`src/rtl/fifo_param_if.sv`:
```
// Handshake bundle for fifo_param: producer/consumer signals plus status flags.
// The master modport is the side that pushes/pops, the slave modport is the FIFO.
interface fifo_param_if #(
    parameter int WIDTH = 64,
    parameter int DEPTH = 4
);
    localparam int CW = $clog2(DEPTH + 1);

    logic [WIDTH-1:0] data_in;
    logic             data_in_valid;
    logic             pop_fifo;
    logic [WIDTH-1:0] data_out;
    logic             data_out_valid;
    logic             fifo_empty;
    logic             fifo_full;
    logic             almost_full;
    logic [CW-1:0]    count;
    logic             err;

    modport master (
        output data_in, data_in_valid, pop_fifo,
        input  data_out, data_out_valid, fifo_empty, fifo_full,
               almost_full, count, err
    );

    modport slave (
        input  data_in, data_in_valid, pop_fifo,
        output data_out, data_out_valid, fifo_empty, fifo_full,
               almost_full, count, err
    );
endinterface

```
`src/rtl/fifo_param.sv`:
```
// Parametrised synchronous FIFO using a circular buffer with explicit pointer
// wrap, so DEPTH need not be a power of two. Supports simultaneous push/pop,
// occupancy count, almost-full flag and a sticky overflow/underflow error.
// Optional macro FIFO_FWFT_EN selects first-word fall-through output;
// otherwise popped data is presented registered one cycle after the pop.
module fifo_param #(
    parameter int WIDTH        = 64,
    parameter int DEPTH        = 4,
    parameter int AFULL_THRESH = DEPTH - 1
) (
    input logic       clk,
    input logic       rst,
    fifo_param_if.slave bus
);
    localparam int CW = $clog2(DEPTH + 1);
    localparam int PW = (DEPTH > 1) ? $clog2(DEPTH) : 1;

    logic [WIDTH-1:0] mem_r [DEPTH];
    logic [PW-1:0]    wp_r;
    logic [PW-1:0]    rp_r;
    logic [CW-1:0]    count_r;
    logic             empty_r;
    logic             full_r;
    logic             afull_r;
    logic             err_r;

    logic             push_acc_s;
    logic             pop_acc_s;
    logic             err_evt_s;
    logic [CW-1:0]    count_nxt_s;

    // Pointer advance with explicit wrap from DEPTH-1 back to 0.
    function automatic logic [PW-1:0] next_ptr(input logic [PW-1:0] p);
        return (p == PW'(DEPTH - 1)) ? PW'(0) : p + PW'(1);
    endfunction

    // Accept decisions: pop needs data; push needs room or a same-cycle pop.
    always_comb begin
        pop_acc_s  = bus.pop_fifo && !empty_r;
        push_acc_s = bus.data_in_valid && (!full_r || pop_acc_s);
        // Dropped push (overflow) or pop on empty (underflow).
        err_evt_s  = (bus.data_in_valid && !push_acc_s) || (bus.pop_fifo && empty_r);
    end

    // Next occupancy: +1 push only, -1 pop only, otherwise unchanged.
    always_comb begin
        count_nxt_s = count_r;
        if (push_acc_s && !pop_acc_s) begin
            count_nxt_s = count_r + CW'(1);
        end else if (pop_acc_s && !push_acc_s) begin
            count_nxt_s = count_r - CW'(1);
        end else begin
            count_nxt_s = count_r;
        end
    end

    // Storage array write; contents are intentionally not reset.
    always_ff @(posedge clk) begin
        if (push_acc_s) begin
            mem_r[wp_r] <= bus.data_in;
        end
    end

    // Pointers, count, flags and sticky error; flags come from next count only.
    always_ff @(posedge clk or negedge rst) begin
        if (!rst) begin
            wp_r    <= PW'(0);
            rp_r    <= PW'(0);
            count_r <= CW'(0);
            empty_r <= 1'b1;
            full_r  <= 1'b0;
            afull_r <= 1'b0;
            err_r   <= 1'b0;
        end else begin
            if (push_acc_s) wp_r <= next_ptr(wp_r);
            if (pop_acc_s)  rp_r <= next_ptr(rp_r);
            count_r <= count_nxt_s;
            empty_r <= (count_nxt_s == CW'(0));
            full_r  <= (count_nxt_s == CW'(DEPTH));
            afull_r <= (count_nxt_s >= CW'(AFULL_THRESH));
            err_r   <= err_r || err_evt_s;
        end
    end

`ifdef FIFO_FWFT_EN
    // Head of queue falls through; zero when empty keeps reset output at 0.
    always_comb begin
        bus.data_out       = empty_r ? {WIDTH{1'b0}} : mem_r[rp_r];
        bus.data_out_valid = !empty_r;
    end
`else
    logic [WIDTH-1:0] dout_r;
    logic             dvalid_r;

    // Capture popped word; valid pulses one cycle per accepted pop.
    always_ff @(posedge clk or negedge rst) begin
        if (!rst) begin
            dout_r   <= {WIDTH{1'b0}};
            dvalid_r <= 1'b0;
        end else begin
            if (pop_acc_s) dout_r <= mem_r[rp_r];
            dvalid_r <= pop_acc_s;
        end
    end

    assign bus.data_out       = dout_r;
    assign bus.data_out_valid = dvalid_r;
`endif

    assign bus.fifo_empty  = empty_r;
    assign bus.fifo_full   = full_r;
    assign bus.almost_full = afull_r;
    assign bus.count       = count_r;
    assign bus.err         = err_r;
endmodule

```
`src/flat_wrapper.sv`:
```
// flat-port wrapper written by rule: the top's interface ports become plain ports
module fifo_param_flat 
#(
    parameter int WIDTH        = 64,
    parameter int DEPTH        = 4,
    parameter int AFULL_THRESH = DEPTH - 1
)
  (clk, rst, bus_data_in, bus_data_in_valid, bus_pop_fifo, bus_data_out, bus_data_out_valid, bus_fifo_empty, bus_fifo_full, bus_almost_full, bus_count, bus_err);
  fifo_param_if #(.WIDTH(WIDTH), .DEPTH(DEPTH)) bus_i ();
  input logic clk;
  input logic rst;
  input wire logic [$bits(bus_i.data_in)-1:0] bus_data_in;
  input wire logic [$bits(bus_i.data_in_valid)-1:0] bus_data_in_valid;
  input wire logic [$bits(bus_i.pop_fifo)-1:0] bus_pop_fifo;
  output wire logic [$bits(bus_i.data_out)-1:0] bus_data_out;
  output wire logic [$bits(bus_i.data_out_valid)-1:0] bus_data_out_valid;
  output wire logic [$bits(bus_i.fifo_empty)-1:0] bus_fifo_empty;
  output wire logic [$bits(bus_i.fifo_full)-1:0] bus_fifo_full;
  output wire logic [$bits(bus_i.almost_full)-1:0] bus_almost_full;
  output wire logic [$bits(bus_i.count)-1:0] bus_count;
  output wire logic [$bits(bus_i.err)-1:0] bus_err;
  assign bus_i.data_in = bus_data_in;
  assign bus_i.data_in_valid = bus_data_in_valid;
  assign bus_i.pop_fifo = bus_pop_fifo;
  assign bus_data_out = bus_i.data_out;
  assign bus_data_out_valid = bus_i.data_out_valid;
  assign bus_fifo_empty = bus_i.fifo_empty;
  assign bus_fifo_full = bus_i.fifo_full;
  assign bus_almost_full = bus_i.almost_full;
  assign bus_count = bus_i.count;
  assign bus_err = bus_i.err;
  fifo_param #(.WIDTH(WIDTH), .DEPTH(DEPTH), .AFULL_THRESH(AFULL_THRESH)) u_core (.clk(clk), .rst(rst), .bus(bus_i));
endmodule
```
`config.mk`:
```
export PLATFORM = sky130hd
export DESIGN_NAME = fifo_param_flat
export DESIGN_NICKNAME = d
export VERILOG_FILES = /design/src/rtl/fifo_param_if.sv /design/src/rtl/fifo_param.sv /design/src/flat_wrapper.sv
export SDC_FILE = /design/constraint.sdc
export NUM_CORES = 1
export LEC_CHECK = 0
export CORE_AREA = 2 2 202 204
export CTS_BUF_LIST = sky130_fd_sc_hd__clkbuf_16
export DETAILED_ROUTE_END_ITERATION = 8
export DIE_AREA = 0 0 204 206
export PLACE_DENSITY_LB_ADDON = 0.12
export SLEW_MARGIN = 20
export SYNTH_ARGS = -nofsm -noshare
export SYNTH_HDL_FRONTEND = slang
export SYNTH_SLANG_ARGS = --single-unit
```
`constraint.sdc`:
```
create_clock -name clk -period 3.6 [get_ports clk]
set_clock_uncertainty 0.2 [all_clocks]
set_input_delay 0.54 -clock clk [delete_from_list [all_inputs] [get_ports clk]]
set_output_delay 0.54 -clock clk [all_outputs]
set_load 0.02 [all_outputs]
```
==> out/metrics.csv, run 1 <==
metric,value,unit
dp_hpwl,16100,um
relSlewSlack,28.0,%
n_fill_cell,3737,
ff2ff_path_depth,5,
drc,0,
clockRootBuffer,clkbuf_16,
die_area,42000,sq um
cts_sinks,332,
cap_violations,0,
synth_top_cell_by_area,edfxtp_1,
synth_cells,660,
hold_class,reg -> reg,
setup_ws,1.17,ns
ant_nets,0,
tightest_slew,1.08,ns
io_buffers,139,
num_vias,6194,
synth_common_cells,"edfxtp_1 (256), nand2_1 (197), dfrtp_1 (75), mux4_2 (64), buf_2 (15)",
ys_top_cells_by_area,"edfxtp_1 (63%), dfrtp_1 (15%), mux4_2 (12%)",
crit_fanout,26,
timing.rr.start,u_core.bus.fifo_empty,
rr_endpoint,u_core.bus.fifo_full,
synth_top_area_share,62.6,%
final_nets,899,
antenna_found_initial,0,
synth.most_common_cell,edfxtp_1,
fin_crit,2.43,ns
viasPerCell,4.48,
routed_wl,27100,um
dieWidth,204,um
drive_gt1_share,16.8,%
tns,0,ns
r2r_slack,1.21,ns
peakVddDrop,0.401,mV
synth_cell_types,31,
initial_core_util,30.5,%
critPathLaunch,bus_pop_fifo,
setup_viol,0,
cts_inserted_buffers,37,
grt_pass1_vias,6859,
place_ws,0.607,ns
overflow,0,
path_class,in -> reg,
clk_pin_slew,0.06,ns
grt_pass1_wl,41900,um
worstSetupEndpointType,flip-flop,
status,completed,
die-height,206,um
cellPowerDensity,824,nW/um^2
cts_tree,built,
routedWlPerCell,19.6,um
yosys_warnings,0,
async_flop_share,22.9,%
htree_levels,2,
io_pins,140,
start_kind,primary input,
cts_buffer_depth,3,
synthesis.area,12300,sq um
drtIter0Drc,322,
finalHoldViolCount,0,
place_congestion,0.746,
seq_area_frac_synth,78.2,%
grt_use_total,13.4,%
p_leak,0.00562,uW
syn_to_final_growth,26.3,%
syn_avg_cell_area,18.6,sq um
synth_edf_count,256,
grt_start_max_net_pins,70,
syn_nets,735,
core-area,40200,sq um
firstDrtPassIters,4,
crit_arrival,2.39,ns
synth_flop_cell,edfxtp_1,
core.rowCount,74,
period_share,67.4,%
drv_slew,0,
rsz0062_at_grt,no,
clock.fmax,0.412,GHz
diodes,0,
ys_ff_latch,332,
clkLatencyLatePin,0.52,ns
worst_ep_required_time,3.57,ns
cts-resized-gates,0,
endpoint,u_core.mem_r[2][51],
min_from,u_core.bus.data_out[15],
-- timing repair --
| action | in CTS | in global routing |
|---|---|---|
| hold buffers | 1 | 0 |
| buffers inserted | 0 | 0 |
| hold endpoints to repair | 25 | 0 |
-- power breakdown --
part           internal (uW)  total, uW  switching (uW)
Combinational           1820       3620            1810
Sequential              5130       5750             613
Clock                   1920       3390            1480
-- metal layers --
metal  GRT usage (%)  vias to the layer above  share of wire (%)
met5               0                        -                  0
met4            4.14                        0                1.8
met3            2.46                       33                3.9
met2            23.0                      116                 51
met1            17.2                     3248                 44
li1                -                     2797                  -
-- state kept, by name, indices dropped and copies added, names as in the netlist --
name and cells:
u_core.bus.count 3, u_core.bus.data_out_valid 1, u_core.bus.err 1, u_core.bus.fifo_empty 1, u_core.bus.fifo_full 1, u_core.mem_r 256, u_core.wp_r 2, u_core.bus.almost_full 1
u_core.rp_r 2, u_core.bus.data_out 64
-- worst min path at each step --
stage / end / slack [ns] / cells past startpoint
2_1_floorplan: u_core.bus.almost_full / 0.04 / 0
3_3_place_gp: u_core.bus.data_out[15] / 0.26 / 2
3_5_place_dp: u_core.bus.data_out[44] / 0.26 / 2
4_1_cts: u_core.bus.data_out[58] / 0.28 / 2
5_1_grt: u_core.bus.data_out[58] / 0.29 / 2
6_report: u_core.bus.data_out[15] / 0.27 / 2
-- area by class of cell --
| type | count | area, sq um | area share [%] |
|---|---|---|---|
| Clock inverter | 29 | 145 | 0.937 |
| Inverter | 5 | 18.8 | 0.121 |
| Timing Repair Buffer | 154 | 1600 | 10.4 |
| Sequential cell | 332 | 9600 | 61.9 |
| Multi-Input combinational cell | 294 | 2510 | 16.2 |
| Clock buffer | 38 | 951 | 6.14 |
| Tap cell | 532 | 666 | 4.30 |
-- logic make-up (layout without fill, tap and decap cells) --
group	count (synthesis)	in the layout	share of synthesized area, %
xor+xnor	2	2	0.265
fa+ha+maj	7	7	0.714
simple gates	209	209	6.79
mux	67	67	12.1
compound gates	9	9	0.479
flops	332	332	78.2
buf+inv	34	226	1.53
-- layout by cell type (no fill, tap or decap) --
cell type	n
inv_6	2
mux4_2	64
nor3_1	1
dfrtp_1	73
dlygate4sd3_1	1
inv_2	1
clkinv_2	5
o21bai_1	1
dfstp_2	1
xnor2_2	1
mux2i_1	1
nor2_1	1
nand2b_4	1
mux2_4	2
a21boi_1	1
nand2_1	197
nor3b_2	1
clkinvlp_4	2
clkbuf_16	38
nor3b_1	1
clkinv_8	1
dfrtp_4	2
clkinv_1	10
a21oi_1	2
edfxtp_1	256
a31o_1	1
inv_1	13
nor3_2	1
nor4bb_1	1
clkdlybuf4s50_1	138
xor2_2	1
a21o_1	2
buf_12	8
ha_1	7
o21ai_0	2
and2_4	4
nor2b_4	1
buf_4	7
-- worst max-delay path: stages --
cell             delay (ns)
clkdlybuf4s50_1        0.57
nand2b_4               0.08
a21boi_1               0.54
and2_4                 0.28
buf_4                  0.38
-- stage by stage --
step / std cells / util (%) / total power, uW / instance area [sq um] / hold WS (ns)
after floorplan: 660 / - / 7890 / 12300 / 0.0444
after global placement: 1316 / 35.8 / 9500 / 14400 / 0.259
after detailed placement: 1316 / 35.8 / 9560 / 14400 / 0.262
after CTS: 1384 / 38.6 / 13000 / 15500 / 0.277
after global routing: 1384 / 38.6 / 13500 / 15500 / 0.293
final: 1384 / 38.6 / 12800 / 15500 / 0.271
No activity file was read; power rests on OpenSTA's default activity.
==> inputs of run 2 (changes only) <==
Clock period 3.6 ns to 2.3 ns, I/O delays scaled along.
==> run 2 against run 1 <==
Power rose by 60%; final cell count grew 1.1%; critical path depth decreased by 4; clock power grew 67%; wire length down 0.95%; core utilization up 0.64 points; sequential share of layout area down 1.0 points; first-iteration DRC count is 11% lower.
==> out/metrics.csv, run 2 (synthesized netlist as in run 1, its figures left out) <==
metric,value,unit,change
clkLatencyLatePin,0.52,ns,about the same
routed_wl,26900,um,-0.95%
rsz0062_at_grt,no,,
worstSetupEndpointType,primary output,,
cp_num_buf_inv,1,,-1
syn_to_final_growth,28.3,%,
tightest_slew,0.552,ns,-0.527 ns
clock.fmax,0.450,GHz,
drv_slew,0,,unchanged
cts-resized-gates,0,,unchanged
final_cells,1399,,+1.1%
overflow,0,,unchanged
num_vias,6193,,-0.016%
setup_ws,0.0765,ns,-1.10 ns
die-height,206,um,unchanged
status,completed,,
dieWidth,204,um,unchanged
p_leak,0.00576,uW,+2.4%
tns,0,ns,unchanged
fin_area,15700,sq um,+1.6%
crit_fanout,4,,-85%
io_buffers,139,,unchanged
most-common-layout-cells,"edfxtp_1 (256), nand2_1 (197), clkdlybuf4s50_1 (138)",,
start_kind,flip-flop,,
cts_setup_buffers,0,,unchanged
fin_crit,2.22,ns,
grt_start_max_net_pins,67,,-4.3%
final_common_cell,edfxtp_1,,
cellPowerDensity,1300,nW/um^2,+58%
finalHoldViolCount,0,,unchanged
diodes,0,,unchanged
cp_top_family,buffers and inverters,,
initial_core_util,30.5,%,unchanged
cts_tree,built,,
worst_ep_required_time,1.75,ns,-1.82 ns
htree_levels,2,,unchanged
place_ws,-0.0629,ns,-0.670 ns
ctsHoldBuffers,2,,+1
clockRootBuffer,clkbuf_16,,
cts_sinks,332,,unchanged
die_area,42000,sq um,unchanged
drc,0,,unchanged
grt_pass1_wl,41000,um,-2.2%
core.rowCount,74,,unchanged
dp_hpwl,17100,um,+6.5%
path_class,reg -> out,,
routedWlPerCell,19.2,um,-2.0%
largest_register_ffs,256,,unchanged
dpl_cell_area,14500,sq um,+1.0%
max_stage_delay,0.61,ns,+0.04 ns
relSlewSlack,63.2,%,+35 points
io_pins,140,,unchanged
clk_pin_slew,0.06,ns,about the same
antenna_found_initial,0,,unchanged
final_nets,912,,+1.4%
ant_nets,0,,unchanged
viasPerCell,4.43,,-1.1%
period_share,96.7,%,
cap_violations,0,,unchanged
core-area,40200,sq um,unchanged
crit_arrival,1.68,ns,-0.71 ns
place_congestion,0.711,,-4.7%
peakVddDrop,0.499,mV,+24%
drtIter0Drc,287,,-11%
largest_register,u_core.mem_r,,
crit_path_top_delay_cell,clkdlybuf4s50_1,,
hold_class,in -> async,,
setup_viol,0,,unchanged
n_fill_cell,3720,,-0.45%
grt_use_total,13.1,%,-0.29 points
cts_inserted_buffers,38,,+2.7%
crit_chain,clkdlybuf4s50_1,,
grt_pass1_vias,6898,,+0.57%
dp.cells,1327,,+0.84%
firstDrtPassIters,4,,unchanged
drive_gt1_share,17.8,%,+0.98 points
fin_worst_hold_slack,0.175,ns,-0.0963 ns
cts_buffer_depth,3,,unchanged
[run 2: cell count changes in the layout (fill, tap and decap cells not counted), moves of 2 or more]
cell	change
buf_4	+6
inv_1	+2
bufinv_16	+2
inv_6	-2
clkbuf_16	+3
buf_12	+5
[run 2: layer usage]
metal  part of all wire, %  GRT usage, %
met5                     0             0
met4                   2.0          4.09
met3                   4.4          2.68
met2                    51          22.8
met1                    43          16.4
[run 2: per-stage QoR]
step	power, uW	utilization (%)
4_1_cts	20900	39.2
5_1_grt	21700	39.2
3_3_place_gp	15000	36.2
3_5_place_dp	15100	36.2
2_1_floorplan	12300	-
6_report	20500	39.2
[run 2: worst reg2reg max path: cells and delay by family (launching register included)]
kind	cells	cell delay, ns
AND/OR/NAND/NOR	2	0.15
buffers and inverters	1	0.27
multiplexers	1	0.61
flip-flops	1	0.58
[run 2: power breakdown]
group | internal (uW) | switching, uW | leakage (uW) | total [uW]
sequential | 8040 | 640 | 0.00327 | 8680
clock | 3410 | 2250 | 0.000625 | 5670
combinational | 2960 | 3170 | 0.00186 | 6130
total | 14400 | 6060 | 0.00576 | 20500
[run 2: path summary, 6_finish.rpt]
path	startpoint	endpoint	slack, ns	cells past startpoint
max in group asynchronous	rst	u_core.bus.data_out[55]	0.98	3
min in group clk	bus_data_in[0]	u_core.mem_r[0][0]	0.26	1
hold / removal	rst	u_core.bus.data_out[20]	0.18	3
setup / recovery	u_core.bus.fifo_empty	bus_fifo_empty	0.08	1
setup reg to reg	u_core.rp_r[0]	u_core.bus.data_out[9]	0.38	4
hold reg to reg	u_core.bus.data_out[7]	u_core.bus.data_out[7]	0.27	2
[run 2: final cells by class]
type | instances | area (sq um) | share of cell area (%)
Clock inverter | 29 | 170 | 1.08
Inverter | 5 | 18.8 | 0.119
Tap cell | 532 | 666 | 4.23
Clock buffer | 41 | 1030 | 6.51
Multi-Input combinational cell | 294 | 2510 | 15.9
Sequential cell | 332 | 9600 | 60.9
Timing Repair Buffer | 166 | 1760 | 11.2
==> inputs of run 3 (changes only) <==
Settings changed: CORE_AREA 2 2 202 204 to 2 2 152 154, DIE_AREA 0 0 204 206 to 0 0 154 156.
==> run 3 against run 2 <==
Setup slack improved by 0.024 ns; combinational power barely moved; via count fell by 0.58%; wire length fell by 14%; register-to-register slack got worse by 0.10 ns; critical path depth did not move; sequential share of layout area rose by 1.1 points; final cell count fell by 18%; die area fell by 43%; first-iteration DRC count rose by 17%; largest power group unchanged.
==> out/metrics.csv, run 3 (synthesized netlist as in run 1, its figures left out) <==
metric,value,unit,change
crit_fanout,4,,unchanged
cts_sinks,332,,unchanged
antenna_found_initial,0,,unchanged
grt_pass1_vias,6771,,-1.8%
initial_core_util,54.9,%,+24 points
rsz0062_at_grt,no,,
firstDrtPassIters,5,,+1
die_area,24000,sq um,-43%
routed_wl,23100,um,-14%
diodes,0,,unchanged
fin_util,69.1,%,+30 points
overflow,0,,unchanged
dr.max_layer_used,met4,,
die-height,156,um,-24%
cellPowerDensity,1300,nW/um^2,about the same
drv_slew,0,,unchanged
io_buffers,139,,unchanged
clkLatencyLatePin,0.50,ns,-0.02 ns
cts_tree,built,,
dieWidth,154,um,-25%
tightest_slew,0.500,ns,-0.0517 ns
cap_violations,0,,unchanged
start_kind,flip-flop,,
viasPerCell,5.36,,+21%
path_class,reg -> out,,
fin_worst_hold_slack,0.161,ns,-0.0141 ns
largest_register,u_core.mem_r,,
wl_met2,12000,um,-12%
p_leak,0.00574,uW,-0.27%
max_stage_delay,0.61,ns,about the same
grt_use_total,20.2,%,+7.1 points
clk_pin_slew,0.06,ns,about the same
status,completed,,
ff2ff_path_depth,4,,unchanged
io_pins,140,,unchanged
worst_ep_required_time,1.75,ns,about the same
core-area,22400,sq um,-44%
syn_to_final_growth,26.0,%,
timing.rr.start,u_core.rp_r[0],,
place_congestion,0.712,,+0.17%
n_fill_cell,1434,,-61%
multiInputGateArea,2510,sq um,unchanged
grt_start_max_net_pins,71,,+6.0%
hold_class,in -> async,,
clock.fmax,0.455,GHz,+1.1%
drive_gt1_share,18.1,%,+0.31 points
cts_buffer_depth,3,,unchanged
dp_hpwl,14900,um,-13%
setup_viol,0,,unchanged
crit_chain,clkdlybuf4s50_1,,
fin_crit,2.20,ns,-0.0238 ns
largest_register_ffs,256,,unchanged
met3_length,1090,um,-8.2%
core.rowCount,55,,-26%
m1WireLength,9650,um,-16%
register_area,9600,sq um,unchanged
cts_inserted_buffers,34,,-11%
worstSetupEndpointType,primary output,,
final_common_cell,edfxtp_1,,
num_vias,6157,,-0.58%
cp_top_family,buffers and inverters,,
r2r_slack,0.28,ns,-0.10 ns
crit_arrival,1.65,ns,-0.03 ns
grt_pass1_wl,37200,um,-9.2%
crit_path_top_delay_cell,clkdlybuf4s50_1,,
period_share,95.6,%,-1.0 points
rr_endpoint,u_core.bus.data_out[60],,
htree_levels,2,,unchanged
peakVddDrop,0.909,mV,+82%
relSlewSlack,66.6,%,+3.4 points
routedWlPerCell,20.1,um,+4.9%
final_nets,912,,unchanged
most-common-layout-cells,"edfxtp_1 (256), nand2_1 (197), clkdlybuf4s50_1 (138)",,
clockRootBuffer,clkbuf_16,,
ant_nets,0,,unchanged
finalHoldViolCount,0,,unchanged
drc,0,,unchanged
drtIter0Drc,337,,+17%
cp_num_buf_inv,1,,unchanged
run 3: cell count changes in the layout (fill, tap and decap cells not counted), sizes merged, moves of 2 or more:
cell and delta:
clkbuf -6, buf +5, inv -4, clkinv +2
run 3: how the worst max path moves through the flow:
stage / from / end / cells after the start
after global placement: bus_pop_fifo / u_core.mem_r[3][58] / 6
after detailed placement: bus_pop_fifo / u_core.mem_r[3][25] / 6
final: u_core.bus.fifo_empty / bus_fifo_empty / 1
after floorplan: u_core.bus.fifo_empty / u_core.mem_r[0][0] / 4
after global routing: u_core.bus.fifo_empty / bus_fifo_empty / 1
after CTS: u_core.bus.fifo_empty / bus_fifo_empty / 1
run 3: timing repair:
item / 4_1_cts / 5_1_grt
resized for setup: 0 / 0
setup buffers: 0 / 0
endpoints found under the hold margin: 41 / 0
hold buffers: 1 / 0
run 3: power by group:
| part | total [uW] | leakage (uW) | internal, uW | switching, uW |
|---|---|---|---|---|
| clock | 5260 | 0.000560 | 3110 | 2160 |
| combinational | 6100 | 0.00191 | 3090 | 3010 |
| sequential | 8760 | 0.00327 | 8040 | 723 |
run 3: per-layer routing:
metal	track usage, %	vias up
met5	0	-
met4	5.30	0
met3	3.28	31
met2	35.4	174
met1	26.8	3125
li1	-	2827
run 3: area by class of cell:
class,instances,share of cell area (%)
timing repair buffer,170,12.2
tap,285,2.31
clock buffer,35,5.67
sequential,332,62.1
clock inverter,27,1.37
inverter,5,0.121
multi-input combinational,294,16.2
run 3: metrics by stage:
stage	power (uW)	std cells	setup TNS, ns	instance area (sq um)	setup slack, ns
after global placement	14900	1085	-24.90	14400	-0.137
after global routing	21100	1148	0	15500	0.0542
final	20100	1148	0	15500	0.100
after CTS	20400	1148	0	15500	0.0678
after detailed placement	15100	1085	-24.68	14400	-0.136
after floorplan	12300	660	-53.95	12300	-0.211
